==> src/rtl/lab2_qs_onchip_mem_arbiter_pkg.sv <==
// Shared widths and the command record used by the on-chip RAM arbiter.
package lab2_qs_mem_pkg;

  localparam int ADDR_W        = 14;
  localparam int DATA_W        = 32;
  localparam int BE_W          = 4;
  localparam int DEPTH_DEFAULT = 10000;

  typedef struct packed {
    logic [ADDR_W-1:0] addr;
    logic [BE_W-1:0]   be;
    logic [DATA_W-1:0] wdata;
    logic              rd;
    logic              wr;
  } cmd_t;

endpackage

==> src/rtl/lab2_qs_onchip_mem_arbiter_if.sv <==
// One Avalon-MM requester port; the requester uses master, the arbiter uses slave.
interface lab2_qs_onchip_mem_arbiter_if;
  import lab2_qs_mem_pkg::*;

  logic [ADDR_W-1:0] address;
  logic [BE_W-1:0]   byteenable;
  logic              read;
  logic              write;
  logic [DATA_W-1:0] writedata;
  logic              waitrequest;
  logic [DATA_W-1:0] readdata;
  logic              readdatavalid;

  modport master (
    output address, byteenable, read, write, writedata,
    input  waitrequest, readdata, readdatavalid
  );

  modport slave (
    input  address, byteenable, read, write, writedata,
    output waitrequest, readdata, readdatavalid
  );

endinterface

==> src/rtl/lab2_qs_onchip_mem_arbiter_rr_arb2.sv <==
// Two-way round-robin arbiter: the preferred requester keeps winning for up to
// MAX_BURST consecutive grants while the other one waits.
module lab2_qs_rr_arb2 #(
  parameter int MAX_BURST = 4
) (
  input  logic       clk,
  input  logic       reset,
  input  logic [1:0] req,
  output logic [1:0] gnt,
  output logic       gnt_idx
);

  localparam logic [3:0] MAX_B = 4'(MAX_BURST);

  logic       prio_q;
  logic [3:0] burst_q;

  always_comb begin
    gnt_idx = 1'b0;
    case (req)
      2'b01:   gnt_idx = 1'b0;
      2'b10:   gnt_idx = 1'b1;
      2'b11:   gnt_idx = (burst_q < MAX_B) ? prio_q : ~prio_q;
      default: gnt_idx = 1'b0;
    endcase
    gnt = (req == 2'b00) ? 2'b00 : (gnt_idx ? 2'b10 : 2'b01);
  end

  // An idle cycle ends the burst but keeps the preference.
  always_ff @(posedge clk) begin
    if (reset) begin
      prio_q  <= 1'b0;
      burst_q <= 4'd0;
    end else if (req == 2'b00) begin
      burst_q <= 4'd0;
    end else if (gnt_idx == prio_q) begin
      if (burst_q < MAX_B) burst_q <= burst_q + 4'd1;
    end else begin
      prio_q  <= gnt_idx;
      burst_q <= 4'd1;
    end
  end

endmodule

==> src/rtl/lab2_qs_onchip_mem_arbiter.sv <==
// Shares the single-port 10000x32 on-chip RAM between two Avalon-MM requesters,
// with range checking and a one-cycle read-return pipeline.
module lab2_qs_onchip_mem_arbiter
  import lab2_qs_mem_pkg::*;
#(
  parameter int                DEPTH          = DEPTH_DEFAULT,
  parameter int                MAX_BURST      = 4,
  parameter logic [DATA_W-1:0] OOR_READ_VALUE = '0
) (
  input  logic                  clk,
  input  logic                  reset,
  lab2_qs_onchip_mem_arbiter_if.slave m0,
  lab2_qs_onchip_mem_arbiter_if.slave m1,
  output logic [ADDR_W-1:0]     mem_address,
  output logic [BE_W-1:0]       mem_byteenable,
  output logic                  mem_chipselect,
  output logic                  mem_write,
  output logic [DATA_W-1:0]     mem_writedata,
  output logic                  mem_clken,
  input  logic [DATA_W-1:0]     mem_readdata,
  output logic                  oor_err,
  output logic                  oor_err_port
);

  localparam logic [ADDR_W:0] DEPTH_L = (ADDR_W+1)'(DEPTH);

  cmd_t       cmd0, cmd1, gcmd;
  logic [1:0] req, gnt;
  logic       gnt_idx, gnt_valid, in_range;
  logic       rd_vld_q, rd_port_q, rd_oor_q;

  always_comb begin
    cmd0 = '{addr: m0.address, be: m0.byteenable, wdata: m0.writedata,
             rd: m0.read, wr: m0.write};
    cmd1 = '{addr: m1.address, be: m1.byteenable, wdata: m1.writedata,
             rd: m1.read, wr: m1.write};
  end

  // Requests are masked during reset so nothing is granted or sent to the RAM.
  assign req = {cmd1.rd | cmd1.wr, cmd0.rd | cmd0.wr} & {2{~reset}};

  lab2_qs_rr_arb2 #(.MAX_BURST(MAX_BURST)) u_arb (
    .clk     (clk),
    .reset   (reset),
    .req     (req),
    .gnt     (gnt),
    .gnt_idx (gnt_idx)
  );

  assign gnt_valid = |gnt;
  assign gcmd      = gnt_idx ? cmd1 : cmd0;
  assign in_range  = {1'b0, gcmd.addr} < DEPTH_L;

  assign mem_address    = gcmd.addr;
  assign mem_byteenable = gcmd.be;
  assign mem_writedata  = gcmd.wdata;
  assign mem_chipselect = gnt_valid & in_range;
  assign mem_write      = gnt_valid & gcmd.wr & in_range;
  assign mem_clken      = 1'b1;

  assign m0.waitrequest = ~gnt[0];
  assign m1.waitrequest = ~gnt[1];

  // A read pending across a reset cycle is dropped rather than returned.
  assign m0.readdatavalid = rd_vld_q & ~reset & (rd_port_q == 1'b0);
  assign m1.readdatavalid = rd_vld_q & ~reset & (rd_port_q == 1'b1);
  assign m0.readdata      = rd_oor_q ? OOR_READ_VALUE : mem_readdata;
  assign m1.readdata      = rd_oor_q ? OOR_READ_VALUE : mem_readdata;

  always_ff @(posedge clk) begin
    if (reset) begin
      rd_vld_q     <= 1'b0;
      rd_port_q    <= 1'b0;
      rd_oor_q     <= 1'b0;
      oor_err      <= 1'b0;
      oor_err_port <= 1'b0;
    end else begin
      rd_vld_q <= gnt_valid & ~gcmd.wr;
      if (gnt_valid && !gcmd.wr) begin
        rd_port_q <= gnt_idx;
        rd_oor_q  <= ~in_range;
      end
      if (gnt_valid && !in_range) begin
        oor_err <= 1'b1;
        if (!oor_err) oor_err_port <= gnt_idx;
      end
    end
  end

endmodule
==> src/flat_wrapper.sv <==
// flat-port wrapper written by rule: the top's interface ports become plain ports
module lab2_qs_onchip_mem_arbiter_flat import lab2_qs_mem_pkg::*;
#(
  parameter int                DEPTH          = DEPTH_DEFAULT,
  parameter int                MAX_BURST      = 4,
  parameter logic [DATA_W-1:0] OOR_READ_VALUE = '0
)
  (clk, reset, mem_address, mem_byteenable, mem_chipselect, mem_write, mem_writedata, mem_clken, mem_readdata, oor_err, oor_err_port, m0_address, m0_byteenable, m0_read, m0_write, m0_writedata, m0_waitrequest, m0_readdata, m0_readdatavalid, m1_address, m1_byteenable, m1_read, m1_write, m1_writedata, m1_waitrequest, m1_readdata, m1_readdatavalid);
  lab2_qs_onchip_mem_arbiter_if m0_i ();
  lab2_qs_onchip_mem_arbiter_if m1_i ();
  input  logic clk;
  input  logic reset;
  output logic [ADDR_W-1:0] mem_address;
  output logic [BE_W-1:0] mem_byteenable;
  output logic mem_chipselect;
  output logic mem_write;
  output logic [DATA_W-1:0] mem_writedata;
  output logic mem_clken;
  input  logic [DATA_W-1:0] mem_readdata;
  output logic oor_err;
  output logic oor_err_port;
  input wire logic [$bits(m0_i.address)-1:0] m0_address;
  input wire logic [$bits(m0_i.byteenable)-1:0] m0_byteenable;
  input wire logic [$bits(m0_i.read)-1:0] m0_read;
  input wire logic [$bits(m0_i.write)-1:0] m0_write;
  input wire logic [$bits(m0_i.writedata)-1:0] m0_writedata;
  output wire logic [$bits(m0_i.waitrequest)-1:0] m0_waitrequest;
  output wire logic [$bits(m0_i.readdata)-1:0] m0_readdata;
  output wire logic [$bits(m0_i.readdatavalid)-1:0] m0_readdatavalid;
  input wire logic [$bits(m1_i.address)-1:0] m1_address;
  input wire logic [$bits(m1_i.byteenable)-1:0] m1_byteenable;
  input wire logic [$bits(m1_i.read)-1:0] m1_read;
  input wire logic [$bits(m1_i.write)-1:0] m1_write;
  input wire logic [$bits(m1_i.writedata)-1:0] m1_writedata;
  output wire logic [$bits(m1_i.waitrequest)-1:0] m1_waitrequest;
  output wire logic [$bits(m1_i.readdata)-1:0] m1_readdata;
  output wire logic [$bits(m1_i.readdatavalid)-1:0] m1_readdatavalid;
  assign m0_i.address = m0_address;
  assign m0_i.byteenable = m0_byteenable;
  assign m0_i.read = m0_read;
  assign m0_i.write = m0_write;
  assign m0_i.writedata = m0_writedata;
  assign m0_waitrequest = m0_i.waitrequest;
  assign m0_readdata = m0_i.readdata;
  assign m0_readdatavalid = m0_i.readdatavalid;
  assign m1_i.address = m1_address;
  assign m1_i.byteenable = m1_byteenable;
  assign m1_i.read = m1_read;
  assign m1_i.write = m1_write;
  assign m1_i.writedata = m1_writedata;
  assign m1_waitrequest = m1_i.waitrequest;
  assign m1_readdata = m1_i.readdata;
  assign m1_readdatavalid = m1_i.readdatavalid;
  lab2_qs_onchip_mem_arbiter #(.DEPTH(DEPTH), .MAX_BURST(MAX_BURST), .OOR_READ_VALUE(OOR_READ_VALUE)) u_core (.clk(clk), .reset(reset), .m0(m0_i), .m1(m1_i), .mem_address(mem_address), .mem_byteenable(mem_byteenable), .mem_chipselect(mem_chipselect), .mem_write(mem_write), .mem_writedata(mem_writedata), .mem_clken(mem_clken), .mem_readdata(mem_readdata), .oor_err(oor_err), .oor_err_port(oor_err_port));
endmodule
==> config.mk <==
export PLATFORM = sky130hd
export DESIGN_NAME = lab2_qs_onchip_mem_arbiter_flat
export DESIGN_NICKNAME = d
export VERILOG_FILES = /design/src/rtl/lab2_qs_onchip_mem_arbiter_pkg.sv /design/src/rtl/lab2_qs_onchip_mem_arbiter_if.sv /design/src/rtl/lab2_qs_onchip_mem_arbiter_rr_arb2.sv /design/src/rtl/lab2_qs_onchip_mem_arbiter.sv /design/src/flat_wrapper.sv
export SDC_FILE = /design/constraint.sdc
export NUM_CORES = 1
export LEC_CHECK = 0
export CAP_MARGIN = 20
export CORE_AREA = 2 2 101 103
export CTS_CLUSTER_DIAMETER = 60
export DETAILED_ROUTE_END_ITERATION = 10
export DIE_AREA = 0 0 103 105
export GPL_TIMING_DRIVEN = 0
export PLACE_DENSITY_LB_ADDON = 0.12
export SYNTH_ARGS = -nofsm -noshare
export SYNTH_HDL_FRONTEND = slang
export SYNTH_SLANG_ARGS = --single-unit
==> constraint.sdc <==
create_clock -name clk -period 5.68 [get_ports clk]
set_input_delay 0.852 -clock clk [delete_from_list [all_inputs] [get_ports clk]]
set_output_delay 0.852 -clock clk [all_outputs]
set_load 0.03 [all_outputs]
==> results.yml, run 1 <==
status:
  result_of_the_run: "complete, no violations"
floorplan:
  ioPinCount: 261
  rows: 36
  dieWidth_um: 103
  chipHeight_um: 105
  design.core.area_sq_um: 9640
  start_util_pct: 17.2
  die-area_sq_um: 10800
power:
  power.density_nw_per_um2: 157
  ir_drop_worst_vdd_mv: 0.0826
  total_chip_power_w: 0.000702
  power.static_leakage_nw: 1.72
timing:
  min_period_over_period_pct: 72.4
  fmax_ghz: 0.243
  max_slew_vio_count: 0
  finalCriticalPeriod_ns: 4.11
  setup_total_negative_slack_ns: 0
  slew_headroom_pct: 63.6
  worst_slew_pin_slew_ns: 0.532
  setup_viol: 0
  finalClockSkew_ns: 0.00459
  final.setup.worst_slack_ns: 1.57
  rsz_0062_raised_after_global_routing: "no"
  finalHoldViolations: 0
  fin_worst_hold_slack_ns: 0.500
clock_tree:
  cts-root-buf: "sky130_fd_sc_hd__clkbuf_8"
  cts_sinks: 10
  h-tree-depth: 1
  clk_pin_slew_ns: 0.05
  cts_tree: "done"
  worst_skew_pair.late_latency_ns: 0.24
  cts-buffers-inserted: 3
  ctsResizeCount: 0
  cts_setup_buffers: 0
  ctsHoldBuffers: 0
  max-clock-path-buffers: 2
setup_path:
  cpLargestDelayFamily: "buffers and inverters"
  cp_num_buf_inv: 4
  crit_arrival_ns: 3.26
  startpoint_type: "primary input"
  crit_path_cells: "clkdlybuf4s50_1 -> nor2_1 -> a21oi_2 -> nor3_2 -> buf_6 -> buf_6 -> mux2_2 -> clkdlybuf4s50_1"
  worstSetupPathDepth: 8
  worst_setup_path_end_kind: "output port"
  timing.critical_path.fanout_max: 10
  timing.reg2reg.worst_path_depth: 6
  setup.worst_path.class: "in2out"
  largest_stage_delay_on_the_critical_path_ns: 0.60
  cp_slowest_cell: "sky130_fd_sc_hd__clkdlybuf4s50_1"
  worst-endpoint-required_ns: 4.83
route:
  dr_total_vias: 2372
  vias_per_cell: 4.02
  totalWireLength_mm: 8.59
  post_drt_wl_per_cell_um: 14.6
  detail_route.iter0.violations: 20
  drt-pass1-iter-count: 4
  final_antenna_net_count: 0
  drc: 0
placed_design:
  gp_routability_congestion: 0.745
  quantity_of_i_o_buffers_inserted_on_ports: 259
  hpwlAfterDp_mm: 7.70
  place_worst_setup_slack_ns: 1.58
global_routing:
  global_route_met2_usage_pct: 29.3
  grt.overflow.total: 0
  grt_max_degree: 11
  wire_length_of_the_first_global_routing_pass_mm: 12.6
  antenna_found_initial: 0
  use_met3_pct: 4.35
  grtUsageTotal_pct: 14.8
  grt-busiest-layer: "met2"
  use_met1_pct: 15.2
  vias_in_the_first_global_route: 2412
flow_run:
  max-cap-violations: 0
cells_and_area:
  layout-drive-gt1-share_pct: 21.0
  utilization_after_layout_pct: 46.4
  area.growth.synth_to_final_pct: 170
  final_common_cell: "sky130_fd_sc_hd__clkdlybuf4s50_1"
  nets: 597
  final_cell_mix: "sky130_fd_sc_hd__clkdlybuf4s50_1 (259), sky130_fd_sc_hd__mux2_2 (48), sky130_fd_sc_hd__buf_4 (33)"
  antenna_cells_inserted: 0
synthesis:
  synth.net_count: 333
  syn_avg_cell_area_sq_um: 8.55
  synthDominantAreaCellType: "sky130_fd_sc_hd__mux2_2"
  ys_seq_area_share_pct: 12.1
  yosys_register_bits: 10
  postSynthCellCount: 194
  post_synthesis_cell_type_count: 35
  yosysWarningCount: 0
  synth.top_cells.by_area: "sky130_fd_sc_hd__mux2_2 (33%), sky130_fd_sc_hd__buf_4 (15%), sky130_fd_sc_hd__dfxtp_1 (12%), sky130_fd_sc_hd__nor2b_1 (12%), sky130_fd_sc_hd__buf_6 (3.4%)"
  synth_area_sq_um: 1660
  synthDominantCellAreaShare_pct: 32.6
worst_hold_path:
  holdCritPathClass: "reg2reg"
  holdPathStages: 2
[cell families (layout without fill, tap and decap cells)]
| group | after synthesis | count (layout) | synth area share (%) |
|---|---|---|---|
| flops | 10 | 10 | 12.1 |
| xor+xnor | 2 | 2 | 1.06 |
| mux | 53 | 53 | 35.8 |
| buf+inv | 49 | 312 | 20.9 |
| fa+ha+maj | 1 | 1 | 0.755 |
| simple gates | 59 | 59 | 21.4 |
| other cells | 1 | 1 | 0.226 |
| compound gates | 19 | 19 | 7.77 |
[layout make-up]
| type | count | area [sq um] |
|---|---|---|
| Buffer | 44 | 328 |
| Clock buffer | 4 | 55.1 |
| Fill cell | 981 | 5170 |
| Inverter | 5 | 18.8 |
| Multi-Input combinational cell | 135 | 1110 |
| Sequential cell | 10 | 200 |
| Tap cell | 133 | 166 |
| Timing Repair Buffer | 259 | 2590 |
[Yosys cell counts (all sizes together)]
cell and number:
nand2 1, o21ai 3, ha 1, o32ai 1, buf 39, mux2 51, or3 1, or2 2
nor3 4, nor3b 4, o31ai 2, conb 1, nor2 9, a311oi 1, a211oi 1, dfxtp 10
inv 5, a21oi 6, xnor2 2, clkbuf 5, a2111oi 1, nor2b 32, mux2i 2, o31a 2
o22ai 1, a21o 1, nand3 2, nor4 2, and3b 1, nand2b 1
[routing by layer]
layer | share of wire, % | routed length (um)
met1 | 35 | 2970
met2 | 54 | 4610
met3 | 11 | 959
met4 | 0.61 | 52
met5 | 0 | 0
[flip-flops by register name (all words and copies together) (netlist names)]
| name | count |
|---|---|
| u_core.oor_err | 1 |
| u_core.oor_err_port | 1 |
| u_core.rd_oor_q | 1 |
| u_core.rd_port_q | 1 |
| u_core.rd_vld_q | 1 |
| u_core.u_arb.burst_q | 4 |
| u_core.u_arb.prio_q | 1 |
[metrics by stage]
step | cells | instance area [sq um]
after floorplan | 194 | 1660
after global placement | 586 | 4420
after detailed placement | 586 | 4420
after CTS | 590 | 4470
after global routing | 590 | 4470
final | 590 | 4470
[worst reg2reg max path: cells and delay by family (launching register included)]
kind / cells / cell delay, ns
AND/OR/NAND/NOR: 2 / 0.49
AO/OA/AOI/OAI: 2 / 0.50
buffers and inverters: 1 / 0.22
flip-flops: 1 / 0.33
XOR/XNOR: 1 / 0.20
[power by group]
part	switching [W]	internal (W)	total, W
sequential	0.00000460	0.0000760	0.0000806
clock	0.0000297	0.0000611	0.0000908
combinational	0.000252	0.000279	0.000531
total	0.000286	0.000416	0.000702
[path summary, 6_finish.rpt]
check / startpoint / to / slack (ns)
hold / removal: u_core.u_arb.burst_q[3] / u_core.u_arb.burst_q[3] / 0.50
setup / recovery: m0_write / mem_writedata[31] / 1.57
hold reg to reg: u_core.u_arb.burst_q[3] / u_core.u_arb.burst_q[3] / 0.50
setup reg to reg: u_core.u_arb.burst_q[3] / u_core.u_arb.burst_q[3] / 3.85
Power figures use the tool's default switching activity.
==> run 2, diff against run 1 <==
==> constraint.sdc (replaced) <==
create_clock -name clk -period 3.5 [get_ports clk]
set_input_delay 0.525 -clock clk [delete_from_list [all_inputs] [get_ports clk]]
set_output_delay 0.525 -clock clk [all_outputs]
set_load 0.03 [all_outputs]
==> run 2 against run 1 <==
Clock power up 62%; die area unchanged; non-clock buffer count unchanged; routed wire length up 0.81%; final area up 1.7%; global-route usage unchanged; flip-flop and latch count unchanged; critical path depth unchanged; setup slack worse by 1.5 ns; core utilization up 0.79 points; power up 62%; clock-buffer cell count unchanged.
==> results.yml, run 2 (synthesized netlist as in run 1, its figures left out) <==
status:
  result_of_the_run: "complete, no violations"
placed_design:
  gp_routability_congestion: 0.745
  dpl-instance-area_sq_um: 4420
  hpwlAfterDp_mm: 7.70
  quantity_of_i_o_buffers_inserted_on_ports: 259
  inst_count_dp: 586
floorplan:
  start_util_pct: 17.2
  chipHeight_um: 105
  die-area_sq_um: 10800
  dieWidth_um: 103
  rows: 36
  design.core.area_sq_um: 9640
  ioPinCount: 261
global_routing:
  grt_max_degree: 11
  grt.overflow.total: 0
  antenna_found_initial: 0
  wire_length_of_the_first_global_routing_pass_mm: 12.6
  vias_in_the_first_global_route: 2412
  grtUsageTotal_pct: 14.8
cells_and_area:
  layout-drive-gt1-share_pct: 21.2
  register_with_the_highest_flop_count: "u_core.u_arb.burst_q"
  final_common_cell: "sky130_fd_sc_hd__clkdlybuf4s50_1"
  utilization_after_layout_pct: 47.2
  largest_register_ffs: 4
  area.growth.synth_to_final_pct: 174
  finalInstanceArea_sq_um: 4550
  antenna_cells_inserted: 0
  nets: 597
  final_cell_mix: "sky130_fd_sc_hd__clkdlybuf4s50_1 (233), sky130_fd_sc_hd__mux2_2 (48), sky130_fd_sc_hd__buf_4 (33)"
  fillers: 962
  final_instance_count_excl_fillers: 590
setup_path:
  worst-endpoint-required_ns: 2.97
  largest_stage_delay_on_the_critical_path_ns: 0.60
  cp_slowest_cell: "sky130_fd_sc_hd__clkdlybuf4s50_1"
  setup.worst_path.class: "in2out"
  timing.critical_path.fanout_max: 10
  startpoint_type: "primary input"
  crit_arrival_ns: 2.87
  worst_setup_path_end_kind: "output port"
  crit_path_cells: "clkdlybuf4s50_1 -> nor2_1 -> a21oi_2 -> nor3_4 -> buf_6 -> buf_6 -> mux2_2 -> clkdlybuf4s50_1"
route:
  totalWireLength_mm: 8.66
  dr_total_vias: 2372
  drc: 0
  drt-pass1-iter-count: 4
  detail_route.iter0.violations: 20
  post_drt_wl_per_cell_um: 14.7
  final_antenna_net_count: 0
  vias_per_cell: 4.02
timing:
  slew_headroom_pct: 63.6
  setup_viol: 0
  max_slew_vio_count: 0
  finalHoldViolations: 0
  fmax_ghz: 0.295
  finalCriticalPeriod_ns: 3.39
  min_period_over_period_pct: 97.0
  worst_slew_pin_slew_ns: 0.532
  finalClockSkew_ns: 0.00461
power:
  power.static_leakage_nw: 1.96
  ir_drop_worst_vdd_mv: 0.134
  power.density_nw_per_um2: 250
clock_tree:
  cts_sinks: 10
  cts-root-buf: "sky130_fd_sc_hd__clkbuf_8"
  cts-buffers-inserted: 3
  h-tree-depth: 1
  worst_skew_pair.late_latency_ns: 0.24
  cts_tree: "done"
  clk_pin_slew_ns: 0.05
  max-clock-path-buffers: 2
flow_run:
  max-cap-violations: 0
worst_hold_path:
  holdCritPathClass: "reg2reg"
## run 2: cell types whose count changed in the layout (fill, tap and decap cells not counted)
cell,previous run,this run
sky130_fd_sc_hd__clkdlybuf4s50_1,259,233
sky130_fd_sc_hd__dlymetal6s2s_1,0,26
sky130_fd_sc_hd__nor3_2,1,0
sky130_fd_sc_hd__nor3_4,0,1
sky130_fd_sc_hd__o31ai_1,2,1
sky130_fd_sc_hd__o31ai_2,0,1
## run 2: final timing paths
kind                              to  slack [ns]               startpoint  cells past startpoint
max                mem_writedata[17]        0.11                 m0_write                      8
min          u_core.u_arb.burst_q[3]        0.50  u_core.u_arb.burst_q[3]                      2
max reg2reg          u_core.rd_oor_q        1.69  u_core.u_arb.burst_q[3]                      5
min reg2reg  u_core.u_arb.burst_q[3]        0.50  u_core.u_arb.burst_q[3]                      2
## run 2: final cells by class
cell class | instances | area [sq um] | area share, %
Timing Repair Buffer | 259 | 2660 | 58.4
Clock buffer | 4 | 55.1 | 1.21
Sequential cell | 10 | 200 | 4.40
Tap cell | 133 | 166 | 3.66
Multi-Input combinational cell | 135 | 1120 | 24.7
Buffer | 44 | 328 | 7.21
Inverter | 5 | 18.8 | 0.413
## run 2: routing by layer
metal	share of wire [%]	global-route usage, %	vias up
li1	-	-	1172
met1	34	15.2	1058
met2	54	29.3	136
met3	11	4.35	6
met4	0.60	1.79	0
met5	0	0	-
## run 2: what timing repair did
item	CTS	global route
setup buffers	0	0
resized for setup	0	28
hold buffers	0	0
endpoints found under the setup margin	0	41
## run 2: through the flow
stage | hold slack [ns] | setup slack (ns) | power (W) | TNS, ns
finish | 0.500 | 0.106 | 0.00114 | 0
global route | 0.539 | -0.00927 | 0.00119 | -0.0619
CTS | 0.506 | 0.0416 | 0.00115 | 0
detailed placement | 0.497 | 0.0543 | 0.000999 | 0
global placement | 0.480 | 0.0376 | 0.000996 | 0
floorplan | 0.459 | 1.01 | 0.000583 | 0
## run 2: critical path, delay by kind of cell
family,cells,cell delay (ns)
AO/OA/AOI/OAI,1,0.07
buffers and inverters,4,1.48
multiplexers,1,0.34
AND/OR/NAND/NOR,2,0.44
## run 2: where the power goes
| group | internal, W | switching, W |
|---|---|---|
| clock | 0.0000991 | 0.0000482 |
| sequential | 0.000123 | 0.00000743 |
| combinational | 0.000449 | 0.000410 |
